--- src/rtl/rv_fifo_defs.sv ---
// rv_fifo_defs: width helpers and pointer wrap for rv_elastic_fifo
package rv_fifo_defs;
   function automatic int addr_w(input int size);
      return (size > 1) ? $clog2(size) : 1;
   endfunction
   function automatic int size_w(input int size);
      return $clog2(size + 1);
   endfunction
   // Explicit wrap so non-power-of-two depths never rely on overflow
   function automatic int wrap_inc(input int ptr, input int size);
      return (ptr == size - 1) ? 0 : ptr + 1;
   endfunction
endpackage

--- src/rtl/rv_elastic_fifo_ram.sv ---
// RV_dp_ram: dual-port storage, synchronous write, asynchronous read
module RV_dp_ram #(
   parameter int DATAW = 32,
   parameter int SIZE  = 16,
   parameter int ADDRW = 4
) (
   input  logic             i_clk,
   input  logic             i_we,
   input  logic [ADDRW-1:0] i_waddr,
   input  logic [DATAW-1:0] i_wdata,
   input  logic [ADDRW-1:0] i_raddr,
   output logic [DATAW-1:0] o_rdata
);
   logic [DATAW-1:0] r_mem [SIZE];
   always_ff @(posedge i_clk)
      if (i_we) r_mem[i_waddr] <= i_wdata;
   assign o_rdata = r_mem[i_raddr];
endmodule

--- src/rtl/rv_elastic_fifo.sv ---
// rv_elastic_fifo: valid/ready FWFT FIFO with thresholds, flush and high-watermark
module rv_elastic_fifo
   import rv_fifo_defs::*;
#(
   parameter int DATAW   = 32,
   parameter int SIZE    = 16,
   parameter bit OUT_REG = 1'b0,
   parameter int ADDRW   = addr_w(SIZE),
   parameter int SIZEW   = size_w(SIZE)
) (
   input  logic             i_clk,
   input  logic             i_reset_n,
   input  logic             i_flush,
   input  logic             i_in_valid,
   input  logic [DATAW-1:0] i_in_data,
   output logic             o_in_ready,
   output logic             o_out_valid,
   output logic [DATAW-1:0] o_out_data,
   input  logic             i_out_ready,
   input  logic [SIZEW-1:0] i_alm_full_thr,
   input  logic [SIZEW-1:0] i_alm_empty_thr,
   output logic             o_full,
   output logic             o_alm_full,
   output logic             o_alm_empty,
   output logic [SIZEW-1:0] o_size,
   output logic [SIZEW-1:0] o_max_size
);
   logic [SIZEW-1:0] r_count, r_max, w_count_nxt;
   logic [ADDRW-1:0] r_wr_ptr, r_rd_ptr, w_wr_nxt, w_rd_nxt;
   logic             r_full, r_alm_full, r_alm_empty;
   logic [DATAW-1:0] r_dout, w_rdata;
   logic             w_push, w_pop, w_bypass, w_ram_we, w_rd_adv;
   // With OUT_REG the head lives in r_dout and the RAM holds only the entries behind it
   always_comb begin
      w_push      = i_in_valid & ~r_full & ~i_flush;
      w_pop       = (r_count != '0) & i_out_ready & ~i_flush;
      w_bypass    = OUT_REG & w_push & ((r_count == '0) | ((r_count == SIZEW'(1)) & w_pop));
      w_ram_we    = w_push & ~w_bypass;
      w_rd_adv    = w_pop & (~OUT_REG | (r_count > SIZEW'(1)));
      w_count_nxt = i_flush ? '0 : r_count + SIZEW'(w_push) - SIZEW'(w_pop);
      w_wr_nxt    = ADDRW'(wrap_inc(int'(r_wr_ptr), SIZE));
      w_rd_nxt    = ADDRW'(wrap_inc(int'(r_rd_ptr), SIZE));
   end
   always_ff @(posedge i_clk or negedge i_reset_n)
      if (!i_reset_n) begin
         r_count     <= '0;
         r_max       <= '0;
         r_wr_ptr    <= '0;
         r_rd_ptr    <= '0;
         r_full      <= 1'b0;
         r_alm_full  <= 1'b0;
         r_alm_empty <= 1'b1;
      end else begin
         r_count     <= w_count_nxt;
         r_max       <= i_flush ? '0 : (w_count_nxt > r_max) ? w_count_nxt : r_max;
         r_wr_ptr    <= i_flush ? '0 : w_ram_we ? w_wr_nxt : r_wr_ptr;
         r_rd_ptr    <= i_flush ? '0 : w_rd_adv ? w_rd_nxt : r_rd_ptr;
         r_full      <= w_count_nxt == SIZEW'(SIZE);
         r_alm_full  <= ~i_flush & (w_count_nxt >= i_alm_full_thr);
         r_alm_empty <= i_flush | (w_count_nxt <= i_alm_empty_thr);
      end
   always_ff @(posedge i_clk)
      r_dout <= w_bypass ? i_in_data : w_rd_adv ? w_rdata : r_dout;
   RV_dp_ram #(.DATAW(DATAW), .SIZE(SIZE), .ADDRW(ADDRW)) u_ram (
      .i_clk   (i_clk),
      .i_we    (w_ram_we),
      .i_waddr (r_wr_ptr),
      .i_wdata (i_in_data),
      .i_raddr (r_rd_ptr),
      .o_rdata (w_rdata)
   );
   assign o_in_ready  = ~r_full;
   assign o_out_valid = r_count != '0;
   assign o_out_data  = OUT_REG ? r_dout : w_rdata;
   assign o_full      = r_full;
   assign o_alm_full  = r_alm_full;
   assign o_alm_empty = r_alm_empty;
   assign o_size      = r_count;
   assign o_max_size  = r_max;
endmodule

--- config.mk ---
export PLATFORM = sky130hd
export DESIGN_NAME = rv_elastic_fifo
export DESIGN_NICKNAME = d
export VERILOG_FILES = /design/src/rtl/rv_fifo_defs.sv /design/src/rtl/rv_elastic_fifo_ram.sv /design/src/rtl/rv_elastic_fifo.sv
export SDC_FILE = /design/constraint.sdc
export NUM_CORES = 1
export LEC_CHECK = 0
export ABC_AREA = 0
export CAP_MARGIN = 20
export CORE_UTILIZATION = 54
export DETAILED_ROUTE_END_ITERATION = 16
export PLACE_DENSITY_LB_ADDON = 0.12
export SLEW_MARGIN = 20
export SYNTH_ARGS = -nofsm -noshare
export SYNTH_HDL_FRONTEND = slang
export SYNTH_SLANG_ARGS = --single-unit
--- constraint.sdc ---
create_clock -name i_clk -period 3.9 [get_ports i_clk]
set_input_delay 1.17 -clock i_clk [delete_from_list [all_inputs] [get_ports i_clk]]
set_output_delay 1.17 -clock i_clk [all_outputs]
set_load 0.02 [all_outputs]
==> reports/metrics.cfg <==
[worst_setup_path]
critical_path.max_stage_delay_ns = 0.48
critical-path-slowest-cell = clkdlybuf4s50_1
arrival_ns = 4.49
cp-start-kind = primary input
cp_cell_sequence = clkdlybuf4s50_1 > nand2_4 > nor2_2 > ha_4 > inv_2 > ha_4 > fa_2 > a21oi_2 > nor2_2 > o21a_1 > or3_4 > inv_4 > ha_4 > nand4_1 > nor2_2 > o32ai_4 > mux2_4
r2r_cells = 19
cp.required_ns = 4.38
worstPathMaxFanout = 4
path_class = primary input to register
critPathCaptureType = register

[grt]
track_usage = 0.242
grt_pass1_vias = 11600
gr-total-overflow = 0
antenna_found_initial = 0
grt_max_degree = 39
grt_pass1_wl_mm = 71.7

[sta]
period_minus_slack_ns = 4.01
fin_worst_skew_ns = 0.0173
rsz0062_at_grt = yes
slew-limit-headroom = 0.579
worst_slew_pin_slew_ns = 0.631
fmax_ghz = 0.249
slew_violations = 0
hold_violations = 0
final.setup.worst_slack_ns = -0.115
timing.final.crit_share = 1.03
setup_viol = 5

[routing]
drc = 0
postRouteAntennaNets = 0
drt_iter0_drc = 934
vias = 11200
dr.pass1.iters = 5
drt-total-wl_mm = 47.9
vias_per_cell = 5.99
wl_per_cell_um = 25.5

[pwr]
powerDensity_nw_per_um2 = 576
p_leak_nw = 8.49
vdd_ir_drop_max_mv = 0.474

[synthesis]
yosysWarnings = 0
synth.cell_area_um2 = 21200
yosysSeqAreaShare = 0.750
yosysTopAreaCell = edfxtp_1
ys.flop_type = edfxtp_1
netlist.area_leader.share = 0.725
synth_edf_count = 512
synth.avg_cell_area_um2 = 18.7
ys_async_sr_fraction = 0.0394
ys_types = 42
synth_nets = 1207
synthCells = 1133
synth-seq-cells = 533
synth_area_leaders = edfxtp_1 (73%), mux4_2 (6.8%), mux2i_1 (4.6%)

[finish]
stdcell_count = 1877
drive_gt1_frac = 0.255
multiInputGateArea_um2 = 5130
fill_cells = 2620
seq_area_um2 = 15900
area_growth_pct = 20.4
layout_common_cells = edfxtp_1 (512), mux2i_1 (97), buf_4 (65)
layout_commonest_cell = edfxtp_1
fin_nets = 1396
diodes = 0

[floorplan]
io_pins = 94
start_util = 0.549
die_x_um = 200
die_area_um2 = 40100
die_h_um = 200
rows = 72
core_area_um2 = 38600

[clocking]
holdBufCountCts = 0
cts_tree = built
clk_path_buf_depth = 3
htree_levels = 2
cts_made_buffers = 52
clk_pin_slew_ns = 0.06
cts_num_sinks = 533
root_buffer = clkbuf_16
clock_latency_ns = 0.59

[place]
numPortBuffers = 93
gp_congestion = 0.766
dpl.cell_count = 1762
dp_hpwl_mm = 26.3
place_ws_ns = -0.923

[run_status]
outcome = complete, but fails checks
violations = setup timing

[hold_path]
hold_path_depth = 2
hold_path_class = register to register

[job]
drv_cap = 0

[flip-flops by register name, summed over array words and instances (netlist names)]
| name | flops |
|---|---|
| u_ram.r_mem | 512 |
| r_rd_ptr | 4 |
| o_alm_empty | 1 |
| o_size | 5 |
| r_wr_ptr | 4 |
| o_alm_full | 1 |
| o_full | 1 |
| o_max_size | 5 |
[synth_stat cells, drive strengths merged, types with 5 or more instances]
| library cell | number |
|---|---|
| a221oi | 32 |
| nand3 | 5 |
| a22oi | 32 |
| nor2 | 17 |
| mux2 | 33 |
| o21a | 5 |
| clkbuf | 26 |
| mux4 | 64 |
| inv | 24 |
| a21oi | 42 |
| buf | 34 |
| nand2 | 40 |
| nor2b | 5 |
| ha | 26 |
| edfxtp | 512 |
| nor3 | 5 |
| o21ai | 70 |
| and2 | 12 |
| mux2i | 97 |
| dfrtp | 20 |
| and3 | 5 |
[area by class of cell]
class,instances,area share
multi-input combinational,517,0.201
timing repair buffer,194,0.0809
sequential,533,0.623
tap,518,0.0254
inverter,24,0.00363
clock inverter,29,0.0124
clock buffer,62,0.0533
[final timing paths]
kind	startpoint	end	slack [ns]
max in group asynchronous	i_reset_n	o_alm_empty	2.34
min in group asynchronous	i_reset_n	r_wr_ptr[1]	0.92
setup reg to reg	o_size[2]	o_max_size[3]	-0.11
hold reg to reg	o_max_size[2]	o_max_size[2]	0.58
hold / removal	o_max_size[2]	o_max_size[2]	0.58
setup / recovery	i_out_ready	o_max_size[3]	-0.11
[repair_timing]
action,in CTS,in global routing
gates cloned,3,2
resized for setup,88,48
pin swaps,5,4
setup endpoints to repair,37,34
hold endpoints to repair,0,0
setup buffers,9,10
[worst max-delay path: cells and delay by family]
family	cells	cell delay, ns
compound gates	3	0.68
fa+ha+maj	4	0.94
buf+inv	3	0.60
mux	1	0.33
simple gates	6	0.76
[per-stage QoR]
stage | total power, mW | area (um2) | hold WS, ns | util | TNS [ns]
floorplan | 8.51 | 21300 | 0.497 | - | -1.42
global placement | 9.54 | 23400 | 0.538 | 0.605 | -4.42
detailed placement | 9.59 | 23400 | 0.554 | 0.605 | -5.37
CTS | 14.7 | 25400 | 0.576 | 0.656 | -0.503
global route | 15.2 | 25500 | 0.590 | 0.660 | -1.18
finish | 14.7 | 25500 | 0.577 | 0.660 | -0.366
[metal layers]
metal / track usage / vias up / part of all wire
li1: - / 4963 / -
met5: 0 / - / 0
met4: 0.0690 / 0 / 0.024
met1: 0.333 / 5820 / 0.43
met2: 0.402 / 366 / 0.49
met3: 0.0408 / 87 / 0.057
[where the power goes]
group | internal, mW | total (mW) | leakage, nW | switching [mW]
clock | 2.93 | 4.98 | 0.820 | 2.05
sequential | 6.39 | 6.45 | 4.89 | 0.0584
combinational | 1.68 | 3.27 | 2.78 | 1.59
[cells by family after synthesis]
group                    share of synthesized area
AO/OA/AOI/OAI                               0.0557
adder cells (fa/ha/maj)                     0.0163
XOR/XNOR                                   0.00207
flip-flops                                   0.750
multiplexers                                 0.131
buffers and inverters                       0.0212
AND/OR/NAND/NOR                             0.0233
No activity file was read; power rests on OpenSTA's default activity.
